===== src/rtl/fetch_ctrl.sv =====
// Instruction-fetch sequencer: owns the PC, issues one imem request at a time,
// holds the fetched word until decode takes it. Optional counters: FETCH_CTRL_PERF_EN.
module fetch_ctrl #(
    parameter logic [31:0] RESET_PC  = 32'h0000_0000,
    parameter logic [31:0] NOP_INSTR = 32'h0000_0013
) (
    input  logic        i_clk,
    input  logic        i_rst_n,
    input  logic        i_stall,
    input  logic        i_b_taken,
    input  logic [31:0] i_b_pc,
    output logic        o_imem_req,
    output logic [31:0] o_imem_addr,
    input  logic        i_imem_ack,
    input  logic [31:0] i_imem_data,
    output logic        o_valid,
    output logic [31:0] o_instr,
    output logic [31:0] o_pc
`ifdef FETCH_CTRL_PERF_EN
    ,
    output logic [31:0] o_fetch_cnt,
    output logic [31:0] o_stall_cnt
`endif
);

    typedef enum logic [1:0] {
        S_IDLE,
        S_FETCH,
        S_VALID,
        S_DRAIN
    } state_e;

    state_e      state_q, state_d;
    logic [31:0] pc_q, pc_d;
    logic [31:0] addr_q, addr_d;
    logic [31:0] instr_q, instr_d;
    logic [31:0] opc_q, opc_d;
    logic [31:0] b_tgt;

    // Redirect targets are word aligned; the low bits of i_b_pc are dropped.
    assign b_tgt = i_b_pc & ~32'h0000_0003;

    always_comb begin
        // NOTE: every signal driven here gets a default first, so no path can
        // leave one unassigned and infer a latch.
        state_d = state_q;
        pc_d    = pc_q;
        addr_d  = addr_q;
        instr_d = instr_q;
        opc_d   = opc_q;

        case (state_q)
            S_IDLE: begin
                state_d = S_FETCH;
                if (i_b_taken) begin
                    pc_d   = b_tgt;
                    addr_d = b_tgt;
                end else begin
                    addr_d = pc_q;
                end
            end
            S_FETCH: begin
                if (i_b_taken) begin
                    pc_d = b_tgt;
                    if (i_imem_ack) begin
                        addr_d = b_tgt;
                    end else begin
                        state_d = S_DRAIN;
                    end
                end else if (i_imem_ack) begin
                    instr_d = i_imem_data;
                    opc_d   = addr_q;
                    pc_d    = addr_q + 32'd4;
                    state_d = S_VALID;
                end
            end
            S_VALID: begin
                if (i_b_taken) begin
                    pc_d    = b_tgt;
                    addr_d  = b_tgt;
                    state_d = S_FETCH;
                end else if (!i_stall) begin
                    addr_d  = pc_q;
                    state_d = S_FETCH;
                end
            end
            S_DRAIN: begin
                // The in-flight request is stale: keep it stable and discard its data.
                if (i_b_taken) begin
                    pc_d = b_tgt;
                    if (i_imem_ack) begin
                        addr_d  = b_tgt;
                        state_d = S_FETCH;
                    end
                end else if (i_imem_ack) begin
                    addr_d  = pc_q;
                    state_d = S_FETCH;
                end
            end
            default: state_d = S_IDLE;
        endcase
    end

    always_ff @(posedge i_clk or negedge i_rst_n) begin
        if (!i_rst_n) begin
            state_q <= S_IDLE;
            pc_q    <= RESET_PC;
            addr_q  <= RESET_PC;
            instr_q <= NOP_INSTR;
            opc_q   <= RESET_PC;
        end else begin
            // NOTE: non-blocking assignments so every flop samples pre-edge values.
            state_q <= state_d;
            pc_q    <= pc_d;
            addr_q  <= addr_d;
            instr_q <= instr_d;
            opc_q   <= opc_d;
        end
    end

    assign o_imem_req  = (state_q == S_FETCH) || (state_q == S_DRAIN);
    assign o_valid     = (state_q == S_VALID);
    assign o_imem_addr = addr_q;
    assign o_instr     = instr_q;
    assign o_pc        = opc_q;

`ifdef FETCH_CTRL_PERF_EN
    logic [31:0] fetch_cnt_q, fetch_cnt_d;
    logic [31:0] stall_cnt_q, stall_cnt_d;

    always_comb begin
        fetch_cnt_d = fetch_cnt_q;
        stall_cnt_d = stall_cnt_q;
        if (state_q == S_VALID) begin
            if (i_stall) begin
                stall_cnt_d = stall_cnt_q + 32'd1;
            end else if (!i_b_taken) begin
                fetch_cnt_d = fetch_cnt_q + 32'd1;
            end
        end
    end

    always_ff @(posedge i_clk or negedge i_rst_n) begin
        if (!i_rst_n) begin
            fetch_cnt_q <= '0;
            stall_cnt_q <= '0;
        end else begin
            fetch_cnt_q <= fetch_cnt_d;
            stall_cnt_q <= stall_cnt_d;
        end
    end

    assign o_fetch_cnt = fetch_cnt_q;
    assign o_stall_cnt = stall_cnt_q;
`endif

endmodule


===== config.mk =====
export PLATFORM = sky130hd
export DESIGN_NAME = fetch_ctrl
export DESIGN_NICKNAME = d
export VERILOG_FILES = /design/src/rtl/fetch_ctrl.sv
export SDC_FILE = /design/constraint.sdc
export NUM_CORES = 1
export LEC_CHECK = 0
export BUFFER_PORTS_ARGS = -buffer_cell sky130_fd_sc_hd__buf_4
export CAP_MARGIN = 20
export CORE_ASPECT_RATIO = 0.75
export CORE_MARGIN = 5
export CORE_UTILIZATION = 40
export CTS_CLUSTER_DIAMETER = 60
export DETAILED_ROUTE_END_ITERATION = 8
export PLACE_DENSITY = 0.66
export SLEW_MARGIN = 20
export SYNTH_ARGS = -nofsm -noshare
export SYNTH_HDL_FRONTEND = slang
export SYNTH_SLANG_ARGS = --single-unit

===== constraint.sdc =====
create_clock -name i_clk -period 2.9 [get_ports i_clk]
set_clock_uncertainty 0.2 [all_clocks]
set_input_delay 0.29 -clock i_clk [delete_from_list [all_inputs] [get_ports i_clk]]
set_output_delay 0.29 -clock i_clk [all_outputs]
set_load 0.02 [all_outputs]

==> results of run 1 <==
## cell type report
cell class / count / area [sq um]
antenna: 1 / 2.502
fill: 1239 / 5967
sequential: 130 / 3257
tap: 200 / 250.2
clock buffer: 25 / 475.5
multi-input combinational: 502 / 2552
clock inverter: 7 / 62.56
timing repair buffer: 244 / 2014
inverter: 4 / 15.01
## worst min-delay path by stage
stage	cells past startpoint	start	end
detailed placement	1	i_rst_n	o_pc[1]$_DFFE_PN0P_
floorplan	0	i_rst_n	o_imem_addr[0]$_DFFE_PN0P_
CTS	3	i_stall	state_q[0]$_DFFE_PN0P_
global route	3	i_stall	state_q[0]$_DFFE_PN0P_
finish	3	i_stall	state_q[0]$_DFFE_PN0P_
global placement	1	i_rst_n	o_pc[5]$_DFFE_PN0P_
## Yosys cell counts, types with 2 or more instances
library cell / n
mux2i_1: 6
nor2b_1: 3
o21ai_1: 3
a22o_1: 2
buf_2: 18
dfrtp_1: 127
and3_1: 4
xor2_1: 19
nand4_1: 5
o22ai_1: 8
clkbuf_1: 19
nand2b_1: 5
nor2_1: 35
nand4_4: 2
nor4_4: 2
a21oi_1: 46
dfstp_2: 3
nor3_1: 5
nand2_1: 250
inv_1: 4
o221ai_1: 6
nand3_1: 14
nor3b_1: 3
a22oi_1: 24
xnor2_1: 9
buf_1: 2
nor4_1: 2
o21ai_0: 37
## logic make-up after synthesis
family | share of synthesized area, %
xor+xnor | 4.090
simple gates | 24.17
flops | 54.32
compound gates | 12.94
buf+inv | 3.276
mux | 1.002
fa+ha+maj | 0.2086
## where the power goes
part           switching (uW)  total [uW]  leakage [uW]  internal, uW
combinational            1190        2090       0.00233           897
sequential                436        2680       0.00161          2250
clock                     757        1970      0.000265          1220
total                    2390        6750       0.00421          4360
## tightest hold or removal path, stage by stage
cell,delay [ns]
buf_4,0.12
a21oi_1,0.10
or2_2,0.12
## sequential cells by signal, summed over array words and instances (netlist names)
register,cells
o_imem_addr,32
o_instr,32
o_pc,32
pc_q,32
state_q,2
## timing repair
item                      CTS  global route
hold buffers               63             0
hold endpoints to repair  138             0
setup buffers               0             0
## metal layers
metal | up-vias | global-route usage [%]
met3 | 23 | 5.786
met1 | 2765 | 28.10
met2 | 196 | 36.64
met4 | 0 | 6.461
li1 | 2708 | -
met5 | - | 0
## stage by stage
stage                     worst slack, ns  hold WS, ns  cell area, sq um
after floorplan                    0.8814      -0.2056              5996
after global placement             0.6256       0.2051              7458
after detailed placement           0.5449       0.2194              7458
after CTS                          0.5330      0.03306              8627
after global routing               0.3649      0.05057              8630
final                              0.5486      0.05312              8630
==> results.md, run 1 <==
* Critical Path Stages at 5
* Hold crit path type: input pin to flip-flop
* Via count at 5692
* Chip width at 151.4 microns
* Worst r2r path cells at 5
* Final Cycle Share at 81.08%
* Crit path max-delay family: simple AND/OR/NAND/NOR gates
* Crit path time final at 2.351 ns
* HPWL after DPL at 12410 microns
* Number of global-route vias before repair at 5872
* Post-synthesis register bit count at 130
* Avg Cell Area, Syn at 8.856 sq um
* Met2 WL at 8883 microns
* Starting DRT DRC Count at 324
* Seq/Total Area, Yosys at 54.32%
* Routed len/inst at 16.64 microns
* Inst Count DP at 1017
* Ys async rst share at 100.0%
* CP bufs+invs at 1
* Maximum VDD drop at 0.5033 mV
* First-pass GRT wire length at 29990 microns
* Leading cell types in the layout, fill and taps excluded: nand2_1 (250), buf_4 (179), dfrtp_1 (127)
* Clk buf depth at 2
* Root buffer cell: clkbuf_16
* Synth Flop Type: dfrtp_1
* Area grow syn2layout at 43.93%
* Post-CTS Resized at 0
* Cts bufs inserted at 17
* Commonest non-fill, non-tap cell in the layout: nand2_1
* R2r startpoint: state_q[0]$_DFFE_PN0P_
* Final Hold Viols at 0
* Non-filler cells, final at 1113
* Worst setup EP type: flip-flop
* Max-slew violation count at 0
* WS Path Type: flip-flop to flip-flop
* CP peak stage delay at 0.70 ns
* Top cells by area, synth: dfrtp_1 (53%), nand2_1 (16%), a21oi_1 (3.8%), o21ai_0 (3.1%), a22oi_1 (3.0%)
* WP data required at 3.01 ns
* CTS tree: built
* Antenna Nets Post-Route at 0
* Netlist cell types at 42
* Highest layer used for signal routing: met4
* DRC Markers at 0
* Routed wire length at 18520 microns
* CP Cell Sequence: nor2b_1 > nor2_1 > buf_4 > a22oi_1 > o21ai_0
* Cell area power density at 781.7 nW/um^2
* Crit path max-delay cell type: nor2_1
* RSZ-0062 raised after global routing: false
* Reg-to-Reg End: o_imem_addr[21]$_DFFE_PN0P_
* Crit-path max FO at 13
* Htree depth at 4
* Relative slew margins at 23.85%
* Synth warn at 0
* Layout cells sized above 1 at 24.34%
* Final core occ at 59.12%
* Power, Total at 6745 uW
* Clk sinks at 130
* Worst skew pair latency at 0.42 ns
* Total of max-cap violations at 0
* Status: finished clean
* Reg-to-reg slack, setup at 0.55 ns
* Vias/cell at 5.114
* Die height at 116.0 microns
* Post-synth top area cell: dfrtp_1
* Die area at 17560 sq um
* Wl on met1 at 8087 microns
* Gr usage total at 21.89%
* Setup TNS at 0 ns
* Top cell type's share of synthesized area at 53.01%
* # rows at 38
* Port buffer count at 164
* Crit path launch: state_q[0]$_DFFE_PN0P_
* Synthesized Nets at 747
* Critical path capture point: o_imem_addr[21]$_DFFE_PN0P_
* LEAKAGE at 0.004207 uW
* GP Congestion at 0.8347
* TritonRoute pass-1 iters at 7
* Worst Tran Pin Value at 1.142 ns
* Fmax at 425.3 MHz
* Largest net degree at the start of global routing at 61
* Core Region at 14600 sq um
* Endpoints failing setup at 0
* Number of synthesized flops with an enable pin at 0
* Cell count after synthesis at 677
* NumNets Final at 969
* GR Overflow Total at 0
* Critical path arrival at 2.46 ns
* Ports at 167
* Clock Pin Slew Worst Setup and Hold Paths at 0.05 ns
* Initial antenna violation count at 1
* Initial Utilization at 41.08%
* Worst Setup Start Kind: flip-flop
* Mapped cell area at 5996 sq um
* Met3 wire len at 1296 microns
Note: power is estimated with default switching activity, not from simulation.
==> run 2, diff against run 1 <==
==> constraint.sdc (replaced) <==
create_clock -name i_clk -period 2.32 [get_ports i_clk]
set_clock_uncertainty 0.2 [all_clocks]
set_input_delay 0.232 -clock i_clk [delete_from_list [all_inputs] [get_ports i_clk]]
set_output_delay 0.232 -clock i_clk [all_outputs]
set_load 0.02 [all_outputs]
==> run 2 against run 1 <==
  * Sequential cell count is the same
  * Hold slack gained 0.077 ns
  * Utilization grew 1.0 points
  * Critical path depth grew 2
  * Sequential power grew 24%
  * Global-route usage shrank 0.35 points
  * Register-to-register slack lost 0.26 ns
  * Critical endpoint is now pc_q[28]$_DFFE_PN0N_
==> results.md, run 2 (synthesis results as in run 1) <==
* CP Cell Sequence: ha_1 > nand3_1 > nor4_4 > buf_4 > nand3_1 > xor2_1 > a21oi_1
* Chip width at 151.4 microns
* # diodes at 0
* Via count at 5706
* Number of global-route vias before repair at 5784
* Cell mode on critical path: nand3_1
* Maximum VDD drop at 0.5760 mV
* Critical path arrival at 2.16 ns
* Endpoints failing setup at 0
* GP Congestion at 0.8145
* Routed len/inst at 16.60 microns
* Fmax at 491.4 MHz
* Worst setup EP type: flip-flop
* Core Region at 14600 sq um
* Vias/cell at 5.090
* Crit-path max FO at 7
* Gr usage total at 21.55%
* Antenna Nets Post-Route at 0
* HPWL after DPL at 12130 microns
* Cts bufs inserted at 17
* Crit path max-delay family: simple AND/OR/NAND/NOR gates
* Layout cells sized above 1 at 25.19%
* Die area at 17560 sq um
* Largest net degree at the start of global routing at 131
* Clk buf depth at 2
* Worst Setup Start Kind: flip-flop
* WS Path Type: flip-flop to flip-flop
* Clk sinks at 130
* First-pass GRT wire length at 29520 microns
* Final Hold Viols at 0
* Starting DRT DRC Count at 422
* RSZ-0062 raised after global routing: false
* Status: finished clean
* WP data required at 2.44 ns
* Root buffer cell: clkbuf_16
* Fin area at 8778 sq um
* PnR worst setup slack at 0.2848 ns
* CP peak stage delay at 0.40 ns
* Worst skew pair latency at 0.41 ns
* Clock Pin Slew Worst Setup and Hold Paths at 0.06 ns
* LEAKAGE at 0.004291 uW
* Area grow syn2layout at 46.41%
* Pre-CTS setup slack at 0.08889 ns
* GR Overflow Total at 0
* Post-CTS setup buffers at 0
* Ports at 167
* Total of max-cap violations at 0
* Cell area power density at 998.6 nW/um^2
* Leading cell types in the layout, fill and taps excluded: nand2_1 (250), buf_4 (186), dfrtp_1 (127)
* CTS tree: built
* Port buffer count at 164
* Hold crit path type: input pin to flip-flop
* Initial Utilization at 41.08%
* Setup TNS at 0 ns
* Final Cycle Share at 87.72%
* CP bufs+invs at 1
* TritonRoute pass-1 iters at 6
* Initial antenna violation count at 0
* Htree depth at 4
* NumNets Final at 978
* WHS at 0.1300 ns
* Crit path time final at 2.035 ns
* DRC Markers at 0
* Worst Tran Pin Value at 0.7515 ns
* Routed wire length at 18610 microns
* Commonest non-fill, non-tap cell in the layout: nand2_1
* Die height at 116.0 microns
* Relative slew margins at 49.90%
* Max-slew violation count at 0
* Placed cell areas at 7531 sq um
* Crit path max-delay cell type: dfrtp_1
* # rows at 38
* Fill cells at 1250
-- run 2: cell count changes in the layout (fill, tap and decap cells not counted), sizes merged --
cell,before,now
clkinv,5,3
dlygate4sd3,63,64
clkbuf,25,26
clkinvlp,1,0
buf,181,189
diode,1,0
bufinv,1,3
-- run 2: worst register-to-register path: cells and delay by family, from the launching register on --
family                   cells  cell delay (ns)
XOR/XNOR                     1             0.19
AND/OR/NAND/NOR              3             0.55
flip-flops                   1             0.40
buffers and inverters        1             0.20
AO/OA/AOI/OAI                1             0.19
adder cells (fa/ha/maj)      1             0.23
-- run 2: stage by stage --
stage | utilization [%] | instances | power (uW)
finish | 60.14 | 1121 | 8766
global route | 60.14 | 1121 | 9215
CTS | 60.12 | 1121 | 8831
detailed placement | 51.59 | 1025 | 5968
global placement | 51.59 | 1025 | 5879
floorplan | - | 677 | 4658
-- run 2: timing repair --
item	4_1_cts	5_1_grt
resized for setup	0	1
setup endpoints to repair	0	12
hold buffers	64	0
hold endpoints to repair	220	0
-- run 2: metal layers --
layer  vias to the layer above  wire, microns  global-route usage, %
met5                         -              0                      0
met4                         0            140                  4.710
met3                        13           1421                  5.981
met2                       222           8828                  35.01
met1                      2747           8220                  29.04
li1                       2724              -                      -
-- run 2: final cells by class --
| type | instances | area, sq um | share of cell area, % |
|---|---|---|---|
| sequential | 130 | 3257 | 37.10 |
| multi-input combinational | 502 | 2555 | 29.10 |
| timing repair buffer | 253 | 2097 | 23.89 |
| clock buffer | 26 | 499.2 | 5.687 |
| tap | 200 | 250.2 | 2.851 |
| clock inverter | 6 | 105.1 | 1.197 |
| inverter | 4 | 15.01 | 0.1710 |
-- run 2: worst paths after layout --
path | start | endpoint | slack (ns) | cells past startpoint
setup / recovery | o_imem_addr[2]$_DFFE_PN0P_ | pc_q[28]$_DFFE_PN0N_ | 0.28 | 7
max in group asynchronous | i_rst_n | o_imem_addr[27]$_DFFE_PN0P_ | 1.08 | 3
hold reg to reg | o_instr[4]$_DFFE_PN1P_ | o_instr[4]$_DFFE_PN1P_ | 0.26 | 2
setup reg to reg | o_imem_addr[2]$_DFFE_PN0P_ | pc_q[28]$_DFFE_PN0N_ | 0.28 | 7
min in group asynchronous | i_rst_n | o_pc[5]$_DFFE_PN0P_ | 0.22 | 3
hold / removal | i_imem_ack | state_q[1]$_DFFE_PN0P_ | 0.13 | 3
-- run 2: power by group --
group | internal (uW) | switching, uW | total, uW
clock network | 1800 | 937 | 2740
logic | 1160 | 1550 | 2710
registers | 2810 | 511 | 3320
==> run 3, diff against run 2 <==
--- a/config.mk
+++ b/config.mk
@@ -12,6 +12,7 @@
 export CORE_UTILIZATION = 40
 export CTS_CLUSTER_DIAMETER = 60
 export DETAILED_ROUTE_END_ITERATION = 8
+export GPL_TIMING_DRIVEN = 0
 export PLACE_DENSITY = 0.66
 export SLEW_MARGIN = 20
 export SYNTH_ARGS = -nofsm -noshare
==> run 3 against run 2 <==
  * Clock-buffer cell count shrank 9
  * Cell area down 0.47%
  * Combinational power fell by 2%
  * Total power shrank 2.4%
  * Die area did not move
  * Non-clock buffer count increased by 19
  * Sequential cell count unchanged
  * Global-route usage is 1.1 points higher
  * Critical path depth unchanged
  * First-iteration DRC count is 23% higher
  * Register-to-register slack got worse by 0.14 ns
  * Maximum frequency decreased by 6.5%
  * Critical path type unchanged
==> results.md, run 3 (synthesis results as in run 1) <==
* Status: finished clean
* Worst setup EP type: flip-flop
* Routed len/inst at 17.11 microns
* Met3 wire len at 1548 microns
* Crit path time final at 2.177 ns
* Endpoints failing setup at 0
* Via count at 5793
* Worst skew pair latency at 0.42 ns
* Leading cell types in the layout, fill and taps excluded: nand2_1 (250), buf_4 (166), dfrtp_1 (125)
* # rows at 38
* CP peak stage delay at 0.45 ns
* LEAKAGE at 0.004259 uW
* GR Overflow Total at 0
* Total of max-cap violations at 0
* Wl on met1 at 8995 microns
* Critical path arrival at 2.31 ns
* # diodes at 0
* Cell mode on critical path: nand3_1
* Initial antenna violation count at 0
* NumNets Final at 997
* Crit-path max FO at 7
* Htree depth at 4
* WHS at 0.1165 ns
* Comb pwr share at 31.1%
* Starting DRT DRC Count at 519
* Reg power frac at 39.0%
* Relative slew margins at 42.42%
* Gr usage total at 22.61%
* CTS tree: built
* Layout cells sized above 1 at 25.43%
* Port buffer count at 164
* Commonest non-fill, non-tap cell in the layout: nand2_1
* Die height at 116.0 microns
* Ports at 167
* Core Region at 14600 sq um
* Clk pwr share at 29.9%
* Clock Pin Slew Worst Setup and Hold Paths at 0.06 ns
* CP bufs+invs at 1
* Clk sinks at 130
* Multi-input gate area at 2545 sq um
* Final Cycle Share at 93.84%
* GP Congestion at 0.8437
* Max-slew violation count at 0
* Crit path max-delay family: simple AND/OR/NAND/NOR gates
* Switching Share at 36.66%
* Vias/cell at 5.082
* Hold crit path type: input pin to asynchronous set/reset pin
* First-pass GRT wire length at 30860 microns
* Sw power at 3136 uW
* Met2 WL at 8746 microns
* Worst Setup Start Kind: flip-flop
* Cts bufs inserted at 17
* Antenna Nets Post-Route at 0
* Initial Utilization at 41.08%
* Crit path max-delay cell type: dfrtp_2
* CP Cell Sequence: ha_1 > nand3_1 > nor4_4 > buf_4 > nand3_1 > xor2_1 > a21oi_1
* Die area at 17560 sq um
* Maximum VDD drop at 0.4726 mV
* Chip width at 151.4 microns
* Setup TNS at 0 ns
* Internal Power at 5419 uW
* Number of global-route vias before repair at 5827
* Routed wire length at 19500 microns
* Highest layer used for signal routing: met4
* Worst Tran Pin Value at 0.8620 ns
* Fill cells at 1284
* Area grow syn2layout at 45.72%
* DRC Markers at 0
* Root buffer cell: clkbuf_16
* WP data required at 2.45 ns
* Largest net degree at the start of global routing at 80
* WS Path Type: flip-flop to flip-flop
* Fmax at 459.3 MHz
* Cell area power density at 979.2 nW/um^2
* TritonRoute pass-1 iters at 5
* Clk buf depth at 2
* Reg area at 3259 sq um
* Final Hold Viols at 0
* HPWL after DPL at 12960 microns
-- run 3: changes by cell type in the layout (fill, tap and decap cells not counted), sizes merged --
cell	before	now
buf	189	187
bufinv	3	1
clkinv	3	4
clkinvlp	0	6
inv	4	8
clkbuf	26	38
-- run 3: cell type report --
class / instances / area share, %
multi-input cells: 502 / 29.13
repair buffers: 231 / 22.00
inverters: 4 / 0.1718
clock inverters: 15 / 1.532
plain buffers: 41 / 2.134
clock buffers: 17 / 4.869
flip-flops and latches: 130 / 37.30
well taps: 200 / 2.864
-- run 3: per-stage QoR --
step	utilization, %	std cells	worst slack (ns)	power, uW	cell area (sq um)
6_report	59.86	1140	0.1430	8555	8737
5_1_grt	59.86	1140	-0.0009615	9030	8737
4_1_cts	59.69	1138	0.01047	8591	8712
3_5_place_dp	51.47	1042	0.02652	5928	7512
3_3_place_gp	51.23	1041	0.05536	5882	7477
2_1_floorplan	-	677	0.3014	4658	5996
-- run 3: repair_timing --
action                                 CTS  global route
setup endpoints to repair                0            90
resized for setup                        0            10
setup buffers                            0             2
hold buffers                            64             0
endpoints found under the hold margin  222             0
-- run 3: power by group through the flow --
stage | logic [uW] | registers [uW] | clock network (uW)
2_1_floorplan | 857 | 3800 | 0
3_5_place_dp | 2570 | 3360 | 0
5_1_grt | 2900 | 3420 | 2710
4_1_cts | 2670 | 3330 | 2590
3_3_place_gp | 2530 | 3350 | 0
6_report | 2660 | 3340 | 2560
-- run 3: worst paths after layout --
path                                             from                      to  slack (ns)  cells after the start
max reg2reg                o_imem_addr[2]$_DFFE_PN0P_    pc_q[26]$_DFFE_PN0N_        0.14                      7
min reg2reg                    o_instr[1]$_DFFE_PN1P_  o_instr[1]$_DFFE_PN1P_        0.26                      2
min in group i_clk                         i_imem_ack  state_q[1]$_DFFE_PN0P_        0.13                      3
max in group asynchronous                     i_rst_n  o_instr[0]$_DFFE_PN1P_        1.03                      3
max                        o_imem_addr[2]$_DFFE_PN0P_    pc_q[26]$_DFFE_PN0N_        0.14                      7
min                                           i_rst_n     o_pc[0]$_DFFE_PN0P_        0.12                      2
-- run 3: metal layers --
layer | vias to the layer above | global-route usage [%]
met3 | 20 | 4.730
met5 | - | 0
met4 | 0 | 6.461
li1 | 2759 | -
met1 | 2780 | 32.54
met2 | 234 | 34.71
